## src/rtl/cpu_mem_pkg.sv

```systemverilog
// Shared types and default widths for the CPU/loader memory port arbiter.
// owner_t tracks who holds the single memory port; req_t records the last owner to exit.
package cpu_mem_pkg;

    localparam int unsigned ADDR_W_DEF = 16;
    localparam int unsigned DATA_W_DEF = 8;

    typedef enum logic [1:0] {
        OWN_NONE = 2'd0,
        OWN_CPU  = 2'd1,
        OWN_DMA  = 2'd2
    } owner_t;

    typedef enum logic {
        REQ_CPU = 1'b0,
        REQ_DMA = 1'b1
    } req_t;

endpackage

```

## src/rtl/mem_port_arbiter.sv

```systemverilog
// Arbitrates the single-port program/data memory between the CPU (lockable across an
// instruction) and the program-loader/DMA port (burst-limited while the CPU waits).
module mem_port_arbiter
    import cpu_mem_pkg::*;
#(
    parameter int unsigned ADDR_W    = ADDR_W_DEF,
    parameter int unsigned DATA_W    = DATA_W_DEF,
    parameter int unsigned MAX_BURST = 4
) (
    input  logic              clk,
    input  logic              reset,
    input  logic              cpu_req,
    input  logic              cpu_lock,
    input  logic              cpu_we,
    input  logic [ADDR_W-1:0] cpu_addr,
    input  logic [DATA_W-1:0] cpu_wdata,
    output logic              cpu_gnt,
    output logic              cpu_stall,
    input  logic              dma_req,
    input  logic              dma_we,
    input  logic [ADDR_W-1:0] dma_addr,
    input  logic [DATA_W-1:0] dma_wdata,
    output logic              dma_gnt,
    output logic [ADDR_W-1:0] mem_addr,
    output logic [DATA_W-1:0] mem_wdata,
    output logic              mem_we,
    input  logic [DATA_W-1:0] mem_rdata,
    output logic [DATA_W-1:0] rdata
);

    localparam logic [3:0] BURST_MAX = 4'(MAX_BURST);

    owner_t     owner_q, owner_d;
    req_t       last_q, last_d;
    logic [3:0] burst_q, burst_d;
    logic [3:0] burst_n;

    always_ff @(posedge clk or posedge reset) begin
        if (reset) begin
            owner_q <= OWN_NONE;
            last_q  <= REQ_DMA;
            burst_q <= '0;
        end else begin
            owner_q <= owner_d;
            last_q  <= last_d;
            burst_q <= burst_d;
        end
    end

    always_comb begin
        owner_d   = owner_q;
        last_d    = last_q;
        burst_d   = burst_q;
        cpu_gnt   = (owner_q == OWN_CPU) && cpu_req;
        dma_gnt   = (owner_q == OWN_DMA) && dma_req;
        cpu_stall = cpu_req && !cpu_gnt;
        mem_addr  = '0;
        mem_wdata = '0;
        mem_we    = 1'b0;

        if (cpu_gnt) begin
            mem_addr  = cpu_addr;
            mem_wdata = cpu_wdata;
            mem_we    = cpu_we;
        end else if (dma_gnt) begin
            mem_addr  = dma_addr;
            mem_wdata = dma_wdata;
            mem_we    = dma_we;
        end

        // Count includes the beat in flight, so a waiting CPU takes over right after beat MAX_BURST.
        if (dma_gnt && (burst_q != BURST_MAX))
            burst_n = burst_q + 4'd1;
        else
            burst_n = burst_q;

        unique case (owner_q)
            OWN_NONE: begin
                if (cpu_req && dma_req)
                    owner_d = (last_q == REQ_DMA) ? OWN_CPU : OWN_DMA;
                else if (cpu_req)
                    owner_d = OWN_CPU;
                else if (dma_req)
                    owner_d = OWN_DMA;
            end
            OWN_CPU: begin
                if (!cpu_req && !cpu_lock) begin
                    owner_d = dma_req ? OWN_DMA : OWN_NONE;
                    last_d  = REQ_CPU;
                end
            end
            OWN_DMA: begin
                burst_d = burst_n;
                if ((cpu_req && (burst_n == BURST_MAX)) || !dma_req) begin
                    owner_d = cpu_req ? OWN_CPU : OWN_NONE;
                    last_d  = REQ_DMA;
                end
            end
            default: owner_d = OWN_NONE;
        endcase

        if ((owner_d == OWN_DMA) && (owner_q != OWN_DMA))
            burst_d = '0;
    end

    assign rdata = mem_rdata;

endmodule

```

## config.mk

```make
export PLATFORM = sky130hd
export DESIGN_NAME = mem_port_arbiter
export DESIGN_NICKNAME = d
export VERILOG_FILES = /design/src/rtl/cpu_mem_pkg.sv /design/src/rtl/mem_port_arbiter.sv
export SDC_FILE = /design/constraint.sdc
export NUM_CORES = 1
export LEC_CHECK = 0
export BUFFER_PORTS_ARGS = -buffer_cell sky130_fd_sc_hd__buf_2
export CAP_MARGIN = 10
export CORE_UTILIZATION = 39
export CTS_BUF_LIST = sky130_fd_sc_hd__clkbuf_8
export DETAILED_ROUTE_END_ITERATION = 10
export PLACE_DENSITY_LB_ADDON = 0.15
export SLEW_MARGIN = 10
export SYNTH_ARGS = -nofsm -noshare
export SYNTH_HDL_FRONTEND = slang
export SYNTH_SLANG_ARGS = --single-unit
```

## constraint.sdc

```tcl
create_clock -name clk -period 2.9 [get_ports clk]
set_input_delay 0.145 -clock clk [delete_from_list [all_inputs] [get_ports clk]]
set_output_delay 0.145 -clock clk [all_outputs]
set_load 0.01 [all_outputs]
```

# After elaboration in Yosys (flattened, before gate mapping)
# Cells that the tools add are included.
[word_totals]
mem_bits_ro = 0
out_inout_bits = 36
register_bits = 7
ram_bits = 0
mem_count = 0
latch_bits = 0
wordCells = 50
inputBits = 63
[op_classes]
order_cmp = 0
shift = 0
n_mux = 21
n_mul = 0
addsub = 1
div_mod_pow = 0
n_reduce_logical = 17
n_eq_ne = 8
bitwise_logic = 0
[ops]
columns = ["cell", "count"]
rows = [
  ["two-way mux 16 bit", 2],
  ["two-way mux 8 bit", 2],
  ["two-way mux 2 bit", 7],
  ["two-way mux 4 bit", 3],
  ["logical AND 1 bit", 8],
  ["case mux 2 bit (3 select lines)", 1],
  ["two-way mux 1 bit", 5],
  ["adder 4 x 1 -> 4 bit, second input constant", 1],
  ["== test 2 bit, second input constant", 2],
  ["== test 4 x 3 -> 1 bit, second input constant", 1],
  ["zero test 1 bit", 4],
  ["inequality test 2 x 1 -> 1 bit, second input constant", 2],
  ["inequality test 4 x 3 -> 1 bit, second input constant", 1],
  ["nonzero test 2 bit", 2],
  ["AND reduction 3 bit", 1],
  ["== test 2 x 1 -> 1 bit, second input constant", 1],
  ["zero test 2 bit", 1],
  ["inequality test 2 bit, second input constant", 1],
  ["case mux 1 bit (2 select lines)", 1],
  ["logical OR 1 bit", 1],
]

# Logic depth before layout (Yosys ltp)
# Gate-level depths: netlist of run 1.
[depth]
word_depth = 12
depth_mapped = 7
ltp_nobuf = 7

# Least setup slack after synthesis of run 1
# No wires, ideal clock.
[synth_path]
path_kind = "reg-to-reg"
start = "register owner_q[0]"
end = "register owner_q[0]"
period_less_slack_ps = 1947
slack_ps = 953
stages_incl_launch_ff = 8
required_time_ps = 2776
arrival_ps = 1823
n_path_buf = 0
setup_time_ps = 124
path_cell_list = "dfrtp_1 inv_1 ha_1 nand2_4 a21oi_4 mux2_4 o211a_4 o31a_1"
[synth_between]
elab_chain_cells = 9
elab_cells_between_ends = 15
classes_between = "eq/ne: 3; mux: 7; reduce/logical: 5"
[synth_lines]
columns = ["item", "line_no", "text"]
rows = [
  ["from (decl)", "mem_port_arbiter.sv:33", "owner_t owner_q, owner_d;"],
  ["from (signal assigned)", "mem_port_arbiter.sv:44", "owner_q <= owner_d;"],
  ["== test 2 bit", "mem_port_arbiter.sv:55, mem_port_arbiter.sv:77", ""],
  ["logical AND 1 bit", "mem_port_arbiter.sv:55", "dma_gnt = (owner_q == OWN_DMA) && dma_req;"],
  ["logical AND 1 bit", "mem_port_arbiter.sv:72", "if (dma_gnt && (burst_q != BURST_MAX))"],
  ["two-way mux 4 bit", "mem_port_arbiter.sv:72", ""],
  ["== test 4 x 3 -> 1 bit", "mem_port_arbiter.sv:94", "if ((cpu_req && (burst_n == BURST_MAX)) || !dma_req) begin"],
  ["logical AND 1 bit", "mem_port_arbiter.sv:94", ""],
  ["logical OR 1 bit", "mem_port_arbiter.sv:94", ""],
  ["two-way mux 2 bit", "mem_port_arbiter.sv:94", ""],
  ["case mux 2 bit (3 select lines) (*)", "mem_port_arbiter.sv:77", "unique case (owner_q)"],
  ["net owner_d[0]", "mem_port_arbiter.sv:33", ""],
]
# The timed path passes the listed nets; every way through them passes the cells marked *.
# A chain may end at the register's enable or synchronous reset.

# Worst setup path in the final report of run 1
[layout_path]
start = "register owner_q[0]"
end = "output port mem_addr[0]"
[layout_between]
elab_chain_cells = 4
elab_cells_between_ends = 6
classes_between = "eq/ne: 2; mux: 2; reduce/logical: 2"
[layout_lines]
columns = ["item", "line_no", "text"]
rows = [
  ["== test 2 bit", "mem_port_arbiter.sv:55", ""],
  ["logical AND 1 bit", "mem_port_arbiter.sv:55", ""],
  ["two-way mux 16 bit", "mem_port_arbiter.sv:65", "end else if (dma_gnt) begin"],
  ["two-way mux 16 bit (*)", "mem_port_arbiter.sv:61", "if (cpu_gnt) begin"],
  ["to (decl)", "mem_port_arbiter.sv:24", "output logic [ADDR_W-1:0] mem_addr,"],
]
# Mark *: on every way between the ends. The rest lies on a longest branch, timed or not.

==> results.cfg, run 1 <==
[outcome]
status = complete, no violations

[flow_run]
maxCapViolCount = 0

[synth]
syn-num-nets = 180
synth_warnings = 0
ys_types = 35
synthesis.area_um2 = 953
synthCells = 111
synth-seq-area-share_pct = 18.5
synth-seq-cells = 7
synth_area_per_cell_um2 = 8.59

[critical_path]
cp_data_required_time_ps = 2760
worstRegToRegCells = 7
critPathMaxFanout = 14
crit_type = reg2out
cp.arrival_ps = 2300
slowest_stage = nor2_2
critPathCaptureType = output pin
crit_path_max_incr_delay_ps = 450
path_cells = inv_1, ha_1, nand2_4, nor2_2, buf_4, a22o_1, buf_2
start_kind = flop

[routing]
drc_errors = 0
vias = 1138
avgRoutedWirePerCell_um = 14.8
ant_nets = 0
via_per_inst = 5.29
drt_first_pass_iters = 4
drt_iter0_drc = 19
routed_wl_um = 3190

[final_layout]
antennaDiodeCount = 0
multi_input_area_um2 = 664
syn2layout_area_growth_pct = 45.4
mostFrequentLayoutCell = buf_2
final_area_mm2 = 0.00139
fillers = 208
regArea_um2 = 176
mostFrequentLayoutCells = 82 x buf_2, 27 x a22o_1, 9 x inv_1
nNetsFinal = 257
layout-drive-gt1-share_pct = 51.9
post-route-util_pct = 61.5

[clock_tree]
ctsLongestPathBuffers = 2
cts_tree = done
cts_max_level = 1
cts_buffers = 3
clk_latency_ps = 230
cts.sinks = 7
postCtsSetupBuffers = 0
cts.root.buffer_cell = clkbuf_8
ctsResizeCount = 0
clk_pin_slew_worst_paths_ps = 40

[global_route]
grt_use_total_pct = 24.4
grt_pass1_vias = 1073
grt_overflow_total = 0
antenna_found_initial = 0
grt_max_degree = 27
grt_pass1_wl_um = 4820

[floorplanning]
row_count = 17
die_h_um = 51.4
die_x_um = 51.4
start_util_pct = 42.3
die_area_mm2 = 0.00265
core_area_mm2 = 0.00225
ioPinCount = 99

[sta]
rsz0062_at_grt = false
max_slew_margin_pct = 65.3
max_freq_ghz = 0.409
hold_violations = 0
finalSetupViolCount = 0
setup_tns_ps = 0
fin_crit_ps = 2440
finalCritPeriodShare_pct = 84.3
tightest_slew_ps = 519
final_max_slew_viol_count = 0
finalClockSkew_ps = 5.40
hold_ws_ps = 279

[power_and_ir_drop]
max-vdd-ir-drop_mv = 0.531
leakage_uw = 0.000811
power.density_mw_per_mm2 = 732

[placement]
dpl-instance-area_mm2 = 0.00133
dp_hpwl_um = 2540
io_buffers = 82
routabilityCongestion = 0.877

[hold_path]
hold_depth = 3
hp-class = in2reg
-- kinds of logic (layout without fill, tap and decap cells) --
kind of cell	Yosys count	after routing	share of synthesized area [%]
buf+inv	21	97	11.8
compound gates	46	46	42.5
fa+ha+maj	6	6	7.87
flops	7	7	18.5
simple gates	28	28	15.5
mux	3	3	3.81
-- metal layers --
metal	track usage [%]	share of wire, %	up-vias
li1	-	-	564
met1	26.6	40	510
met2	41.8	48	57
met3	8.63	9.6	7
met4	11.3	1.8	0
met5	0	0	-
-- layout make-up --
cell class / instances / share of cell area, %
Tap cell: 28 / 2.53
Inverter: 8 / 2.17
Clock inverter: 1 / 0.271
Clock buffer: 3 / 2.98
Timing Repair Buffer: 85 / 31.4
Multi-Input combinational cell: 83 / 47.9
Sequential cell: 7 / 12.7
-- final timing paths --
path | startpoint | to | slack (ps)
min in group asynchronous | reset | owner_q[1] | 390
worst min-delay path | dma_req | owner_q[1] | 280
max in group asynchronous | reset | last_q | 2240
worst max register to register | owner_q[0] | owner_q[0] | 780
worst max-delay path | owner_q[0] | mem_addr[0] | 460
worst min register to register | burst_q[2] | burst_q[2] | 590
-- report_power, final --
group	internal (uW)	leakage, uW	switching [uW]
combinational	326	0.000696	369
sequential	139	0.0000883	47.8
clock	91.5	0.0000269	42.8
total	556	0.000811	460
-- registers in the layout, indices dropped and copies added (netlist names) --
register  count
owner_q       2
burst_q       4
last_q        1
-- critical path, delay by kind of cell, from the launching register on --
family | cells | cell delay [ps]
simple gates | 2 | 580
buf+inv | 3 | 560
flops | 1 | 430
fa+ha+maj | 1 | 350
compound gates | 1 | 150
-- through the flow --
step / power, uW / std cells / worst slack [ps]
after floorplan: 675 / 111 / 953
after global placement: 848 / 210 / 834
after detailed placement: 872 / 210 / 724
after CTS: 1020 / 215 / 444
after global routing: 1100 / 215 / 330
final: 1020 / 215 / 456
-- cell usage after synthesis --
| library cell | number | share of area [%] |
|---|---|---|
| a221o_1 | 2 | 2.1 |
| a21oi_1 | 2 | 1.0 |
| a21o_1 | 1 | 0.79 |
| and2b_4 | 1 | 1.0 |
| o41ai_2 | 1 | 1.7 |
| nand2_4 | 1 | 1.2 |
| buf_2 | 3 | 1.6 |
| nand4_1 | 1 | 0.66 |
| clkbuf_1 | 1 | 0.39 |
| a41o_1 | 1 | 1.0 |
| o31a_1 | 2 | 1.8 |
| mux2_4 | 1 | 1.6 |
| and2_1 | 2 | 1.3 |
| dfrtp_1 | 6 | 16 |
| nor3b_1 | 1 | 0.79 |
| dfstp_2 | 1 | 2.8 |
| buf_1 | 1 | 0.39 |
| mux2i_1 | 1 | 1.0 |
| nor2_1 | 8 | 3.1 |
| o21ai_0 | 2 | 1.0 |
| a21oi_4 | 1 | 1.7 |
| inv_1 | 8 | 3.1 |
| o211a_4 | 1 | 1.8 |
| nand2b_1 | 2 | 1.3 |
| buf_4 | 8 | 6.3 |
| nor4b_1 | 1 | 0.92 |
| nor2b_1 | 2 | 1.3 |
| o21ai_1 | 2 | 1.0 |
| a22o_1 | 27 | 25 |
| nand2_1 | 8 | 3.1 |
| a221oi_2 | 1 | 1.6 |
| mux2_2 | 1 | 1.2 |
| nor2_2 | 1 | 0.66 |
| a31oi_1 | 3 | 2.0 |
| ha_1 | 6 | 7.9 |
-- repair_timing --
action / CTS / global route
endpoints found under the hold margin: 6 / 0
endpoints found under the setup margin: 0 / 0
hold buffers: 1 / 0
Note: power is estimated with default switching activity, not from simulation.
==> inputs of run 2 (changes only) <==
--- a/config.mk
+++ b/config.mk
@@ -7,7 +7,7 @@
 export LEC_CHECK = 0
 export BUFFER_PORTS_ARGS = -buffer_cell sky130_fd_sc_hd__buf_2
 export CAP_MARGIN = 10
-export CORE_UTILIZATION = 39
+export CORE_UTILIZATION = 33
 export CTS_BUF_LIST = sky130_fd_sc_hd__clkbuf_8
 export DETAILED_ROUTE_END_ITERATION = 10
 export PLACE_DENSITY_LB_ADDON = 0.15
==> constraint.sdc (replaced) <==
create_clock -name clk -period 2.1 [get_ports clk]
set_input_delay 0.105 -clock clk [delete_from_list [all_inputs] [get_ports clk]]
set_output_delay 0.105 -clock clk [all_outputs]
set_load 0.01 [all_outputs]
==> run 2 against run 1 <==
Worst setup slack worse by 290 ps. Final area up 0.81%. Non-clock buffer count rose by 1. Sequential share of layout area is 0.10 points lower. Clock skew shrank 1.2 ps. Count of clock-buffer cells in the layout unchanged. Routed wire length down 3.5%. Critical path depth is the same. Worst hold slack got worse by 69 ps. Die area grew 17%. Cell count rose by 1.9%. Highest routed layer unchanged.
==> results.cfg, run 2 (synthesis results as in run 1) <==
[outcome]
status = complete, no violations

[critical_path]
critPathCaptureType = flop
worstRegToRegCells = 7
cp_data_required_time_ps = 2210
crit_path_max_incr_delay_ps = 440
critPathMaxFanout = 6
crit_type = reg2reg
path_cells = inv_1, ha_1, nand2_4, a21oi_4, mux2_4, o211a_4, o31a_1
startpoint = owner_q[0]
r2r_slack_ps = 160
cp.arrival_ps = 2050
worst-path-buf-inv = 1
cp_top_family = compound AO/OA/AOI/OAI gates
start_kind = flop
regToRegEndpoint = owner_q[0]
slowest_stage = dfrtp_1
r2r_start = owner_q[0]

[sta]
fin_crit_ps = 1940
max_freq_ghz = 0.516
tightest_slew_ps = 279
hold_ws_ps = 210
hold_violations = 0
setup_tns_ps = 0
finalCritPeriodShare_pct = 92.3
finalClockSkew_ps = 4.24
rsz0062_at_grt = false
max_slew_margin_pct = 81.2
finalSetupViolCount = 0
final_max_slew_viol_count = 0

[final_layout]
largest_register = burst_q
syn2layout_area_growth_pct = 46.6
layout-drive-gt1-share_pct = 52.1
antennaDiodeCount = 0
fillers = 285
mostFrequentLayoutCell = buf_2
final_cells = 219
largest_reg_flops = 4
final_area_mm2 = 0.00140
mostFrequentLayoutCells = 82 x buf_2, 27 x a22o_1, 9 x inv_1
nNetsFinal = 258
largestRegisters = burst_q: 4 flops, owner_q: 2 flops, last_q: 1 flops

[clock_tree]
cts_buffers = 3
postCtsSetupBuffers = 0
clk_latency_ps = 230
clk_pin_slew_worst_paths_ps = 40
cts.root.buffer_cell = clkbuf_8
ctsLongestPathBuffers = 2
cts_max_level = 1
hold_buffers = 1
cts.sinks = 7
ctsResizeCount = 0
cts_tree = done

[hold_path]
hold_depth = 0
hold_end = rdata[0]
hp-class = in2out
hold_start = mem_rdata[0]

[placement]
dp_hpwl_um = 2460
io_buffers = 82
dpl-instance-area_mm2 = 0.00134
dp.cells = 214
routabilityCongestion = 0.930

[floorplanning]
die_h_um = 55.8
die_area_mm2 = 0.00311
die_x_um = 55.8
ioPinCount = 99
row_count = 19
core_area_mm2 = 0.00276
start_util_pct = 34.6

[power_and_ir_drop]
pwr-share-clk_pct = 13.2
leakage_uw = 0.000816
swShare_pct = 44.6
power.density_mw_per_mm2 = 999
p_int_uw = 774
comb_power_share_pct = 68.0
p_seq_share_pct = 18.8
total_power_uw = 1400
p_sw_uw = 622
max-vdd-ir-drop_mv = 0.656

[global_route]
grt_pass1_wl_um = 4740
grt_overflow_total = 0
grt_max_degree = 27
antenna_found_initial = 0
grt_pass1_vias = 1073
grt_use_total_pct = 18.6

[flow_run]
maxCapViolCount = 0

[routing]
drt_iter0_drc = 42
drc_errors = 0
via_per_inst = 5.41
avgRoutedWirePerCell_um = 14.0
vias = 1184
drt_first_pass_iters = 4
routed_wl_um = 3070
ant_nets = 0
==> run 2: changes by cell type in the layout (fill, tap and decap cells not counted) <==
cell | previous run | this run
buf_4 | 2 | 3
==> run 2: per-layer routing <==
metal	share of wire [%]	GRT usage [%]	vias up
met5	0	0	-
met2	48	31.2	77
met1	42	24.3	535
met3	8.9	4.42	4
li1	-	-	568
met4	0.55	3.93	0
==> run 2: area by class of cell <==
cell class                 instances  area, um^2  share of cell area (%)
inverter                           8        30.0                    2.15
clock buffer                       3        41.3                    2.95
tap                               31        38.8                    2.78
multi-input combinational         83         664                    47.5
clock inverter                     1        3.75                   0.269
sequential                         7         176                    12.6
timing repair buffer              86         443                    31.7
==> run 2: through the flow <==
step	utilization [%]	worst slack (ps)
after global placement	48.7	208
after CTS	50.7	161
after detailed placement	48.7	168
final	50.7	162
after floorplan	-	153
after global routing	50.7	38.7
==> run 2: worst reg2reg max path, stage by stage (launching register included) <==
cell and delay, ps:
dfrtp_1 440, inv_1 130, ha_1 220, nand2_4 100, a21oi_4 190, mux2_4 320, o211a_4 150, o31a_1 270
==> run 2: power groups by stage <==
stage / registers [uW] / logic, uW / clock network [uW]
2_1_floorplan: 244 / 688 / 0
4_1_cts: 260 / 952 / 188
3_3_place_gp: 259 / 933 / 0
6_report: 262 / 949 / 184
5_1_grt: 272 / 1040 / 192
3_5_place_dp: 261 / 944 / 0
==> run 2: how the worst max path moves through the flow <==
stage | cells after the start | to
final | 7 | owner_q[0]
after floorplan | 7 | owner_q[0]
after global placement | 7 | owner_q[0]
after detailed placement | 7 | owner_q[0]
after CTS | 7 | owner_q[0]
after global routing | 7 | owner_q[0]
